File: src/rtl/alu_vec_result_serializer.sv
// Captures one vector of ALU lane results and flags, then streams the enabled
// lanes out lowest-index first over a valid/ready handshake.
module alu_vec_result_serializer #(
    parameter int WIDTH = 8,
    parameter int N_ALU = 4
) (
    input  logic                       clk,
    input  logic                       arst,
    input  logic                       load,
    input  logic [N_ALU-1:0]           lane_en,
    input  logic [2*WIDTH*N_ALU-1:0]   data_in,
    input  logic [N_ALU-1:0]           carry_in,
    input  logic [N_ALU-1:0]           gt_in,
    input  logic [N_ALU-1:0]           eq_in,
    input  logic [N_ALU-1:0]           lt_in,
    input  logic [N_ALU-1:0]           inf_in,
    output logic                       in_ready,
    output logic                       out_valid,
    input  logic                       out_ready,
    output logic [2*WIDTH-1:0]         out_data,
    output logic [$clog2(N_ALU)-1:0]   out_lane,
    output logic [4:0]                 out_flags,
    output logic                       out_last,
    output logic                       done,
    output logic [7:0]                 inf_cnt
);

    localparam int LW = $clog2(N_ALU);

    typedef enum logic {IDLE, SEND} state_t;

    state_t                     state, state_nxt;
    logic [2*WIDTH*N_ALU-1:0]   data_q;
    logic [N_ALU-1:0]           carry_q, gt_q, eq_q, lt_q, inf_q;
    logic [N_ALU-1:0]           pend_q;
    logic                       done_q;
    logic [7:0]                 inf_cnt_q;
    logic [LW-1:0]              cur;
    logic                       last;
    logic                       xfer;

    // pend_q holds the lanes still to be sent; the current lane is its lowest set bit
    always_comb begin
        cur = '0;
        for (int unsigned i = N_ALU; i > 0; i--) begin
            if (pend_q[i-1]) cur = LW'(i - 1);
        end
    end

    assign last = (pend_q & (pend_q - {{(N_ALU-1){1'b0}}, 1'b1})) == '0;
    assign xfer = (state == SEND) && out_ready;

    always_ff @(posedge clk or negedge arst) begin
        if (!arst) state <= IDLE;
        else       state <= state_nxt;
    end

    always_comb begin
        state_nxt = state;
        case (state)
            IDLE: if (load && (lane_en != '0)) state_nxt = SEND;
            SEND: if (out_ready && last)       state_nxt = IDLE;
            default: state_nxt = IDLE;
        endcase
    end

    always_ff @(posedge clk or negedge arst) begin
        if (!arst) begin
            data_q    <= '0;
            carry_q   <= '0;
            gt_q      <= '0;
            eq_q      <= '0;
            lt_q      <= '0;
            inf_q     <= '0;
            pend_q    <= '0;
            done_q    <= 1'b0;
            inf_cnt_q <= '0;
        end else begin
            done_q <= 1'b0;
            if ((state == IDLE) && load) begin
                data_q  <= data_in;
                carry_q <= carry_in;
                gt_q    <= gt_in;
                eq_q    <= eq_in;
                lt_q    <= lt_in;
                inf_q   <= inf_in;
                pend_q  <= lane_en;
                done_q  <= (lane_en == '0);
            end else if (xfer) begin
                pend_q <= pend_q & (pend_q - {{(N_ALU-1){1'b0}}, 1'b1});
                done_q <= last;
                if (inf_q[cur] && (inf_cnt_q != '1)) inf_cnt_q <= inf_cnt_q + 8'd1;
            end
        end
    end

    assign in_ready  = (state == IDLE);
    assign out_valid = (state == SEND);
    assign out_data  = out_valid ? data_q[int'(cur)*2*WIDTH +: 2*WIDTH] : '0;
    assign out_lane  = out_valid ? cur : '0;
    assign out_flags = out_valid ? {inf_q[cur], lt_q[cur], eq_q[cur], gt_q[cur], carry_q[cur]} : '0;
    assign out_last  = out_valid & last;
    assign done      = done_q;
    assign inf_cnt   = inf_cnt_q;

endmodule

File: config.mk
export PLATFORM = sky130hd
export DESIGN_NAME = alu_vec_result_serializer
export DESIGN_NICKNAME = d
export VERILOG_FILES = /design/src/rtl/alu_vec_result_serializer.sv
export SDC_FILE = /design/constraint.sdc
export NUM_CORES = 1
export LEC_CHECK = 0
export ABC_AREA = 1
export ABC_CLOCK_PERIOD_IN_PS = 1500
export CAP_MARGIN = 20
export CORE_MARGIN = 3
export CORE_UTILIZATION = 49
export CTS_BUF_LIST = sky130_fd_sc_hd__clkbuf_16
export DETAILED_ROUTE_END_ITERATION = 7
export PLACE_DENSITY_LB_ADDON = 0.1
export SLEW_MARGIN = 20
export SYNTH_ARGS = -nofsm -noshare
export SYNTH_HDL_FRONTEND = slang
export SYNTH_SLANG_ARGS = --single-unit
File: constraint.sdc
create_clock -name clk -period 1.5 [get_ports clk]
set_input_delay 0.15 -clock clk [delete_from_list [all_inputs] [get_ports clk]]
set_output_delay 0.15 -clock clk [all_outputs]
set_load 0.01 [all_outputs]
Word level (Yosys, flattened, before mapping)
Index checks and enable logic that the tools add are counted.

cells by class
  $add $sub $neg = 2
  $lt $le $gt $ge = 1
  eq/ne operators = 1
  shift operators = 1
  multiplexer cells = 24
  bitwise logic cells = 4
  reduce and logical (&&, ||, !) cells = 10

operators with widths
  cell                                                number
  variable part select 64 x 7 -> 16 bit               1
  two-way mux 16 bit                                  1
  binary-select mux 1 bit (select 2 bit)              5
  two-way mux 2 bit                                   5
  two-way mux 1 bit                                   9
  adder 8 x 1 -> 8 bit, second input constant         1
  logical NOT 4 bit                                   2
  two-way mux 4 bit                                   2
  inequality test 8 bit, second input constant        1
  logical AND 1 bit                                   5
  two-way mux 5 bit                                   1
  AND 4 bit                                           1
  nonzero test 4 bit                                  1
  subtractor 4 x 1 -> 4 bit, second input constant    1
  < comparator 2 x 3 -> 1 bit, second input constant  1
  AND reduction 3 bit                                 1
  NOT 1 bit                                           2
  one-hot mux 1 bit (2 select lines)                  1
  nonzero test 2 bit                                  1
  AND 1 bit                                           1

word-level totals
  flip-flop bits (word level) = 98
  input bits = 92

Longest topological paths before layout
Gate-level depths: netlist of the first run.

  depth after elaboration = 8
  gate-level depth with buffers = 10
  gate-level depth less buffers = 9

Worst setup path after synthesis of the first run
OpenSTA, ideal clock, no wires.

  path type = register -> output
  from = register pend_q[2]
  to = output out_data[10]
  arrival time = 1.283 ns
  data required time = 1.350 ns
  slack = 0.067 ns
  cell stages (with the launch flop) = 10
  buffers on the path = 2
  cells stage by stage = dfrtp_1 -> inv_2 -> nand2_2 -> nand2_4 -> nand2_4 -> buf_6 -> buf_6 -> a21oi_2 -> nand2_1 -> a21oi_1

between the ends
  longest elaborated chain between the ends = 5

RTL lines
  item                                   RTL line  source
  start: declaration                     35        logic [N_ALU-1:0] pend_q;
  start signal: assignment               87        pend_q <= lane_en;
  start signal: assignment               90        pend_q <= pend_q & (pend_q - {{(N_ALU-1){1'b0}}, 1'b1});
  two-way mux 2 bit (3 in series)        46        if (pend_q[i-1]) cur = LW'(i - 1);
  variable part select 64 x 7 -> 16 bit  99        assign out_data = out_valid ? data_q[int'(cur)*2*WIDTH +: 2*WIDTH] : '0;
  two-way mux 16 bit                     99
  end: declaration                       20        output logic [2*WIDTH-1:0] out_data,

Every way passes these cells.

Worst setup path in the final report of the first run
  from = register pend_q[2]
  to = output out_data[9]

Same word-level chain as after synthesis.

==> summary.txt, run 1 <==
Status
  – Status: finished, violations left
  – Failing checks: setup timing

Place
  – Final HPWL DP: 9345 um
  – Routability cong.: 0.8980
  – Placed inst area: 6400 sq um
  – Post-place setup slack: -0.5137 ns
  – I/O Buffers: 126

Power
  – Sw Pwr: 7.268 mW
  – Internal: approximately 9.5 mW
  – VDD IR max: 1.366 mV
  – Lkg Pwr: about 3.4 nW
  – Power Dens Cells: 2329 nW/um^2
  – Reg power frac: 0.261
  – Clock Power Share: 0.125
  – Switching part of the total: 0.4326
  – Overall power: 16.80 mW
  – Logic pwr share: 0.614

Die
  – Io pins: 127
  – DIE AREA: 11010 sq um
  – Core ar.: 9371 sq um
  – Die W: between 100 and 150 um
  – # rows: 35
  – Initial Util: 0.5115
  – Die Height: roughly 100 um

Final layout
  – Synthesis-to-finish area growth: 50.48%
  – Sequential cell area: 2455 sq um
  – Post-Route Utilization: 0.7697
  – Design area: 7213 sq um
  – # nets final: 858
  – Share of cells above drive strength 1: 0.2403
  – Ant diodes: 0
  – Area of the multi-input gates: 2290 sq um
  – Fillers: 680

STA
  – Final setup vio count: 32
  – Setup TNS: -11.87 ns
  – Peak Freq: 489.9 MHz
  – Min cycle time layout: 2.041 ns
  – Final Hold Viols: 0
  – Final Cycle Share: 1.361
  – Setup WS post-layout: -0.5412 ns
  – RSZ-0062 raised after global routing: yes
  – Clock skew: about 0.006 ns
  – Slew Viols, Final: 0
  – Least-Margin Pin Slew: around 0.42 ns
  – Rel. slew slack: 0.7201

Yosys
  – Cells after synthesis: 610
  – Syn Area/Cell: roughly 8 sq um
  – Post-synth EDFFs: 0
  – Ys flop type: dfrtp_1
  – Sequential share of the synthesized area: 0.5116
  – Mapped Nets: 703
  – Netlist Area Pre-Place: around 4800 sq um
  – Post-synthesis register bit count: 98
  – Synth cell types: 26
  – Synth Warn #: 0
  – Post-synth ARST share: 1.000

Routing
  – WL/cell: 16.24 um
  – TritonRoute pass-1 iters: 5
  – Drc violations: 0
  – DR WL met2: 7071 um
  – Detailed Route Iter0 Violations: 270
  – Met3 wire length: 880 um
  – Max layer used: met4
  – Final wirelength: 14600 um
  – M1 wire length: 6428 um
  – Via count: 4669
  – Routed Antenna Nets: 0
  – Via-per-instance ratio: 5.194

Global routing
  – Number of global-route vias before repair: between 4000 and 5000
  – Antenna violations before repair: 0
  – Overall Global Routing Usage: 0.2509
  – First-pass GRT wire length: 22210 um
  – Pin count of the biggest net entering global routing: 45
  – Total gr overflow: 0

Clocking
  – CTS tree: done
  – H-tree Lvls: 3
  – Clock latency on the worst-skew pair: approximately 0.34 ns
  – Clk sinks: 98
  – Number of buffers created by CTS: 9
  – Reg clk slew, reported paths: 0.07 ns
  – CTS root buffer: clkbuf_16
  – CTS max path bufs: 2

Critical path
  – Critical path type: reg2out
  – Worst setup SP type: flip-flop
  – CP Launch Point: pend_q[2]
  – Reg2reg start: pend_q[1]
  – WP data arrival: 1.89 ns
  – Setup crit end kind: primary output
  – Crit Path Max Fanout: 7
  – Worst path required time: 1.35 ns

Worst hold path
  – HP Class: in2async

Flow run
  – Max-cap violations: 0
-- kinds of logic after synthesis --
family	after synthesis	synth area share
xor+xnor	4	0.007308
compound gates	131	0.1472
flops	98	0.5116
simple gates	284	0.2472
fa+ha+maj	1	0.002610
buf+inv	92	0.08405
-- cell usage in the layout (no fill, tap or decap), types with 2 or more instances in the layout --
cell | Yosys | routed
clkinv_2 | 1 | 3
a21oi_4 | 0 | 7
dfrtp_1 | 98 | 96
inv_2 | 4 | 4
clkdlybuf4s50_1 | 0 | 97
buf_6 | 5 | 5
nand2_1 | 221 | 209
buf_8 | 0 | 2
dfrtp_2 | 0 | 2
a21oi_2 | 10 | 39
a21oi_1 | 51 | 15
buf_12 | 0 | 13
inv_1 | 54 | 53
o221ai_1 | 3 | 3
or2_4 | 0 | 11
nor2_1 | 11 | 7
clkinvlp_4 | 0 | 2
o21ai_2 | 0 | 2
dlygate4sd2_1 | 0 | 3
nand2_4 | 2 | 7
buf_4 | 0 | 27
or2_0 | 9 | 8
o21ai_1 | 19 | 18
nand2_8 | 0 | 2
buf_2 | 15 | 21
inv_4 | 0 | 2
nand2_2 | 4 | 10
clkbuf_16 | 0 | 13
xor2_1 | 4 | 4
nand3_1 | 23 | 20
nor2_4 | 1 | 4
nand3_2 | 1 | 4
o21ai_0 | 47 | 46
-- worst max-delay path: stages, from the launching register on --
cell and delay [ns]:
dfrtp_1 0.40, buf_4 0.16, nor2_4 0.10, nor2_4 0.06
buf_4 0.13, buf_6 0.14, a21oi_1 0.16, nand2_2 0.08
a21oi_2 0.16, buf_2 0.15
-- stage by stage --
stage,std cells,hold slack (ns)
6_report,899,0.2865
5_1_grt,899,0.3411
2_1_floorplan,610,-0.1456
3_3_place_gp,864,0.1091
4_1_cts,889,0.2972
3_5_place_dp,864,0.1152
-- worst paths after layout --
check | to | slack (ns) | cells past startpoint
setup / recovery | out_data[9] | -0.54 | 9
hold / removal | inf_cnt[6] | 0.29 | 2
setup reg to reg | inf_cnt[4] | -0.18 | 9
hold reg to reg | data_q[29] | 0.47 | 2
max in group asynchronous | gt_q[1] | 0.63 | 3
min in group clk | data_q[55] | 0.34 | 3
-- power groups by stage --
stage          Clock [mW]  Sequential (mW)  Combinational, mW
2_1_floorplan           0             4.29               4.60
3_3_place_gp            0             4.35               7.93
3_5_place_dp            0             4.38               8.12
4_1_cts              2.10             4.36               8.61
5_1_grt              2.21             4.53               11.1
6_report             2.09             4.39               10.3
-- synth_stat cells, types with 2 or more instances --
master      n  area (sq um)
buf_2      15         75.07
nor2_1     11         41.29
nand2_4     2         22.52
o21ai_0    47         235.2
inv_1      54         202.7
xor2_1      4         35.03
nand3_1    23         115.1
a21oi_1    51         255.2
buf_6       5         56.30
o221ai_1    3         26.28
inv_2       4         15.01
or2_0       9         56.30
or2_2      11         68.82
nand2_1   221         829.6
o21ai_1    19         95.09
a21oi_2    10         87.58
clkbuf_1   12         45.04
nand2_2     4         25.02
dfrtp_1    98          2452
-- flip-flops by register name, summed over array words and instances (netlist names) --
register and flops:
carry_q 4, data_q 64, done 1, eq_q 4, gt_q 4, inf_cnt 8, inf_q 4, lt_q 4
out_valid 1, pend_q 4
-- final cells by class --
cell class              instances  share of cell area
well taps                     129             0.02238
clock inverters                 7            0.005204
inverters                      59             0.03209
clock buffers                   9             0.03122
repair buffers                176              0.2513
flip-flops and latches         98              0.3403
multi-input cells             421              0.3174
-- timing repair --
action	in CTS	in global routing
gates resized for setup	152	55
pin swaps	5	30
hold buffers	1	0
gates cloned	2	5
buffers inserted	6	6
setup endpoints to repair	38	38
hold endpoints to repair	28	0
-- metal layers --
| layer | GRT usage | vias up |
|---|---|---|
| met3 | 0.04632 | 21 |
| met5 | 0 | - |
| met2 | 0.4060 | 156 |
| met4 | 0.06748 | 0 |
| met1 | 0.3484 | 2260 |
| li1 | - | 2232 |
No activity file was read; power rests on OpenSTA's default activity.
==> run 2, diff against run 1 <==
--- a/config.mk
+++ b/config.mk
@@ -6,7 +6,7 @@
 export NUM_CORES = 1
 export LEC_CHECK = 0
 export ABC_AREA = 1
-export ABC_CLOCK_PERIOD_IN_PS = 1500
+export ABC_CLOCK_PERIOD_IN_PS = 2100
 export CAP_MARGIN = 20
 export CORE_MARGIN = 3
 export CORE_UTILIZATION = 49
==> constraint.sdc (replaced) <==
create_clock -name clk -period 2.1 [get_ports clk]
set_input_delay 0.21 -clock clk [delete_from_list [all_inputs] [get_ports clk]]
set_output_delay 0.21 -clock clk [all_outputs]
set_load 0.01 [all_outputs]
==> run 2 against run 1 <==
Against the previous run:
- the flow now finishes without violations
- clock power down 12%
- core utilization down 3.2 points
- non-clock buffer count down 8
- final cell count down 1.2%
- sequential power down 28%
- first-iteration DRC count down 9.3%
- final area down 4.1%
- flip-flop and latch count unchanged
- die area unchanged
- critical path type unchanged
- register-to-register slack better by 0.21 ns
- clock-buffer cell count unchanged
==> summary.txt, run 2 (synthesis gave the netlist of run 1 again) <==
Status
  – Status: finished clean

Clocking
  – CTS root buffer: clkbuf_16
  – CTS max path bufs: 2
  – H-tree Lvls: 3
  – Clk sinks: 98
  – Clock latency on the worst-skew pair: 0.34 ns
  – Reg clk slew, reported paths: around 0.07 ns
  – Number of buffers created by CTS: 9
  – CTS tree: done

Final layout
  – Most common cell after layout, fill and taps aside: nand2_1
  – Area of the multi-input gates: about 2100 sq um
  – Biggest register: data_q
  – Share of cells above drive strength 1: 0.1897
  – Sequential cell area: around 2500 sq um
  – Most frequent cells in the layout: nand2_1 (215), clkdlybuf4s50_1 (101), dfrtp_1 (98)
  – Ant diodes: 0
  – Final Non-Filler Cells: 888
  – Synthesis-to-finish area growth: 44.30%
  – Design area: 6917 sq um
  – Fillers: 752
  – # nets final: about 850
  – Max reg flops: 64

Global routing
  – Antenna violations before repair: 0
  – Overall Global Routing Usage: 0.2504
  – Pin count of the biggest net entering global routing: 46
  – Total gr overflow: 0
  – Number of global-route vias before repair: 4542
  – First-pass GRT wire length: 22140 um

Place
  – I/O Buffers: 126
  – Placed insts: 851
  – Final HPWL DP: slightly above 9000 um
  – Routability cong.: 0.9319
  – Post-place setup slack: -0.007098 ns
  – Placed inst area: between 6000 and 7000 sq um

Critical path
  – Worst setup SP type: flip-flop
  – Reg2reg end: pend_q[2]
  – Reg2reg start: pend_q[2]
  – Setup crit end kind: primary output
  – CP Launch Point: pend_q[1]
  – Critical Path Sink: out_data[2]
  – Worst path required time: 1.89 ns
  – WP data arrival: 1.87 ns
  – Crit Path Max Fanout: 9
  – R2r setup slk: about 0.03 ns
  – Reg2reg path depth: 13
  – Critical path type: reg2out

Power
  – Internal: 6.524 mW
  – Sw Pwr: ~4.7 mW
  – Lkg Pwr: between 3 and 4 nW
  – Overall power: 11.20 mW
  – Logic pwr share: 0.554
  – VDD IR max: between 0.7 and 0.8 mV
  – Reg power frac: 0.282
  – Switching part of the total: 0.4177
  – Power Dens Cells: about 1600 nW/um^2
  – Clock Power Share: 0.165

STA
  – Final Cycle Share: 0.9902
  – Slew Viols, Final: 0
  – Clock skew: 0.007786 ns
  – Final Hold Viols: 0
  – Min cycle time layout: between 2 and 2.5 ns
  – Rel. slew slack: 0.6597
  – Final setup vio count: 0
  – Setup WS post-layout: 0.02066 ns
  – RSZ-0062 raised after global routing: yes
  – Peak Freq: a little under 500 MHz
  – Least-Margin Pin Slew: 0.5105 ns
  – Hold slack: 0.3490 ns

Routing
  – Detailed Route Iter0 Violations: ~250
  – WL/cell: approximately 16 um
  – Via count: roughly 4600
  – Drc violations: 0
  – Routed Antenna Nets: 0
  – Via-per-instance ratio: 5.213
  – Final wirelength: 14080 um
  – TritonRoute pass-1 iters: 5

Die
  – Initial Util: 0.5115
  – Io pins: 127
  – # rows: 35
  – DIE AREA: 11010 sq um
  – Die Height: 104.9 um
  – Core ar.: around 9400 sq um
  – Die W: 104.9 um

Flow run
  – Max-cap violations: 0

Worst hold path
  – HP Class: in2async
==> run 2: changes by cell type in the layout (fill, tap and decap cells not counted), sizes merged <==
cell           delta
buf              -13
bufinv            +3
clkbuf            +3
clkdlybuf4s15     -1
clkdlybuf4s50     +4
clkinv            -3
dlygate4sd2       -1
inv               -2
nand2             -1
==> run 2: worst min-delay path by stage <==
stage,from,endpoint,slack [ns],depth (start not counted)
final,arst,inf_cnt[2],0.35,2
after detailed placement,arst,inf_cnt[2],0.17,1
after global routing,arst,inf_cnt[2],0.38,2
after global placement,arst,inf_cnt[2],0.16,1
after floorplan,arst,carry_q[0],-0.09,0
after CTS,arst,inf_cnt[2],0.36,2
==> run 2: cell type report <==
| cell class | count | area share |
|---|---|---|
| flip-flops and latches | 98 | 0.3546 |
| multi-input cells | 420 | 0.3075 |
| repair buffers | 168 | 0.2341 |
| inverters | 59 | 0.03274 |
| clock buffers | 9 | 0.03256 |
| well taps | 129 | 0.02334 |
| clock inverters | 5 | 0.01520 |
==> run 2: through the flow <==
stage,TNS (ns),utilization
finish,0,0.7381
global route,-0.2934,0.7381
CTS,-0.2914,0.7280
detailed placement,-0.007098,0.6712
global placement,0,0.6712
floorplan,0,-
==> run 2: per-layer routing <==
| metal | share of wire | up-vias | routed length, um | track usage |
|---|---|---|---|---|
| met5 | 0 | - | 0 | 0 |
| met4 | 0.019 | 0 | 271 | 0.08903 |
| met3 | 0.053 | 26 | 744 | 0.03582 |
| met2 | 0.48 | 174 | 6788 | 0.3932 |
| met1 | 0.45 | 2217 | 6271 | 0.3557 |
| li1 | - | 2212 | - | - |
==> run 2: worst max-delay path, cell delays in order (launching register included) <==
cell     delay [ns]
dfrtp_1        0.39
inv_2          0.12
nand2_4        0.08
nor2_4         0.17
inv_4          0.07
buf_8          0.15
a21oi_1        0.14
o21ai_1        0.10
a21oi_2        0.15
buf_2          0.15
==> run 2: repair_timing <==
action | CTS | global route
cloned | 1 | 0
gates resized for setup | 74 | 64
hold endpoints to repair | 27 | 0
endpoints found under the setup margin | 24 | 24
setup buffers | 19 | 6
hold buffers | 1 | 0
pin swaps | 5 | 13
==> run 2: power groups by stage <==
| stage | clock network, mW | logic [mW] | registers [mW] |
|---|---|---|---|
| 6_report | 1.84 | 6.20 | 3.16 |
| 5_1_grt | 1.93 | 6.73 | 3.25 |
| 4_1_cts | 1.86 | 5.80 | 3.14 |
| 3_5_place_dp | 0 | 5.52 | 3.15 |
| 3_3_place_gp | 0 | 5.41 | 3.14 |
| 2_1_floorplan | 0 | 3.28 | 3.06 |
==> run 3, diff against run 2 <==
--- a/config.mk
+++ b/config.mk
@@ -8,9 +8,10 @@
 export ABC_AREA = 1
 export ABC_CLOCK_PERIOD_IN_PS = 2100
 export CAP_MARGIN = 20
-export CORE_MARGIN = 3
+export CORE_MARGIN = 4
 export CORE_UTILIZATION = 49
 export CTS_BUF_LIST = sky130_fd_sc_hd__clkbuf_16
+export CTS_CLUSTER_DIAMETER = 30
 export DETAILED_ROUTE_END_ITERATION = 7
 export PLACE_DENSITY_LB_ADDON = 0.1
 export SLEW_MARGIN = 20
==> run 3 against run 2 <==
Against the previous run:
- combinational power shrank 8.2%
- register-to-register slack gained 0.46 ns
- final area shrank 4.0%
- non-clock buffer count shrank 15
- fmax shrank 0.45%
- setup slack lost 0.0095 ns
- critical path type unchanged
- largest power group unchanged
==> summary.txt, run 3 (synthesis gave the netlist of run 1 again) <==
Power
  – Reg power frac: 0.304
  – Power Dens Cells: 1551 nW/um^2
  – VDD IR max: around 0.76 mV
  – Internal: 5.963 mW
  – Sw Pwr: 4.333 mW
  – Lkg Pwr: around 3.2 nW
  – Clock Power Share: 0.143
  – Logic pwr share: 0.553
  – Switching part of the total: 0.4208

STA
  – Clock skew: 0.005013 ns
  – RSZ-0062 raised after global routing: yes
  – Final Hold Viols: 0
  – Setup TNS: 0 ns
  – Setup WS post-layout: approximately 0.011 ns
  – Rel. slew slack: 0.6711
  – Final setup vio count: 0
  – Peak Freq: 478.7 MHz
  – Min cycle time layout: 2.089 ns
  – Final Cycle Share: 0.9947
  – Slew Viols, Final: 0
  – Least-Margin Pin Slew: ~0.49 ns
  – Hold slack: roughly 0.32 ns

Global routing
  – Antenna violations before repair: 0
  – Pin count of the biggest net entering global routing: between 70 and 80
  – Overall Global Routing Usage: 0.2268
  – First-pass GRT wire length: 20830 um
  – Total gr overflow: 0
  – Number of global-route vias before repair: approximately 4300

Clocking
  – CTS root buffer: clkbuf_16
  – CTS max path bufs: 2
  – Clk sinks: 98
  – H-tree Lvls: 3
  – CTS tree: done
  – Reg clk slew, reported paths: 0.07 ns
  – Clock latency on the worst-skew pair: 0.34 ns
  – Number of buffers created by CTS: 9

Place
  – I/O Buffers: 126
  – Post-place setup slack: -0.03543 ns
  – Final HPWL DP: 9011 um
  – Routability cong.: 0.9029

Routing
  – Detailed Route Iter0 Violations: 251
  – Drc violations: 0
  – WL/cell: 14.67 um
  – Via count: 4404
  – Final wirelength: 12840 um
  – Via-per-instance ratio: 5.033
  – Routed Antenna Nets: 0
  – TritonRoute pass-1 iters: 5

Critical path
  – WP data arrival: 1.88 ns
  – Worst path required time: around 1.9 ns
  – Setup crit end kind: primary output
  – CP max stage cell: dfrtp_1
  – CP dominant cell by count: nand2_2
  – WP buf/inv: 3
  – Crit Path Max Fanout: 24
  – Worst setup SP type: flip-flop
  – Crit-path cells: inv_2, nand2_2, nand2_4, nand2_8, buf_12, or2_2, nand2_2, a21oi_1, buf_2
  – Crit path max-delay family: simple AND/OR/NAND/NOR gates
  – Worst path max stage delay: around 0.42 ns
  – Critical path type: reg2out

Die
  – Initial Util: 0.5115
  – DIE AREA: around 11000 sq um
  – Die W: around 110 um
  – Io pins: 127
  – # rows: 35
  – Core ar.: 9371 sq um
  – Die Height: 106.9 um

Final layout
  – Most common cell after layout, fill and taps aside: nand2_1
  – Ant diodes: 0
  – Biggest register: data_q
  – Area of the multi-input gates: 2008 sq um
  – Max reg flops: 64
  – Most frequent cells in the layout: nand2_1 (215), clkdlybuf4s50_1 (101), dfrtp_1 (98)
  – Synthesis-to-finish area growth: 38.48%
  – Share of cells above drive strength 1: 0.1515
  – Post-Route Utilization: 0.7083
  – Sequential cell area: 2452 sq um
  – Fillers: 785
  – # nets final: between 800 and 900

Worst hold path
  – HP Class: in2async

Status
  – Status: finished clean

Flow run
  – Max-cap violations: 0
## run 3: cell types whose count changed in the layout (fill, tap and decap cells not counted), moves of 3 or more
cell	before	now
buf_4	27	12
a21oi_1	31	40
or2_2	5	11
or2_4	6	0
a21oi_2	26	21
a21oi_4	4	0
buf_2	14	18
clkbuf_2	7	3
bufinv_16	3	0
## run 3: final timing paths
check                       startpoint          end  slack, ns  cells past startpoint
setup / recovery             pend_q[2]  out_data[9]       0.01                      9
hold / removal                    arst   inf_cnt[2]       0.32                      2
setup reg to reg             out_valid    pend_q[1]       0.49                      6
hold reg to reg             data_q[30]   data_q[30]       0.47                      2
max in group asynchronous         arst   data_q[43]       1.08                      3
min in group clk           data_in[16]   data_q[16]       0.40                      3
## run 3: through the flow
step / instances / area (sq um) / total power, mW
floorplan: 610 / 4793 / 6.347
global placement: 850 / 6282 / 8.552
detailed placement: 850 / 6282 / 8.691
CTS: 870 / 6548 / 10.06
global route: 875 / 6638 / 11.09
finish: 875 / 6638 / 10.30
## run 3: power by group through the flow
| stage | Clock [mW] | Sequential [mW] | Combinational (mW) |
|---|---|---|---|
| 3_5_place_dp | 0 | 3.15 | 5.54 |
| 2_1_floorplan | 0 | 3.06 | 3.28 |
| 5_1_grt | 1.57 | 3.23 | 6.30 |
| 3_3_place_gp | 0 | 3.12 | 5.43 |
| 6_report | 1.47 | 3.13 | 5.69 |
| 4_1_cts | 1.50 | 3.13 | 5.43 |
## run 3: layer usage
metal	track usage	share of wire	vias up
met4	0.05479	0.0087	0
met3	0.03432	0.061	13
met1	0.3135	0.44	2074
li1	-	-	2180
met2	0.3777	0.49	137
met5	0	0	-
## run 3: area by class of cell
type	count	area share
clock inverters	7	0.005844
repair buffers	153	0.2298
flip-flops and latches	98	0.3695
clock buffers	9	0.03393
multi-input cells	420	0.3025
well taps	129	0.02432
inverters	59	0.03412
## run 3: timing repair
action	in CTS	in global routing
pin swaps	4	12
gates cloned	0	1
setup buffers	3	4
gates resized for setup	88	21
setup endpoints to repair	24	20
endpoints found under the hold margin	24	0
hold buffers	1	0
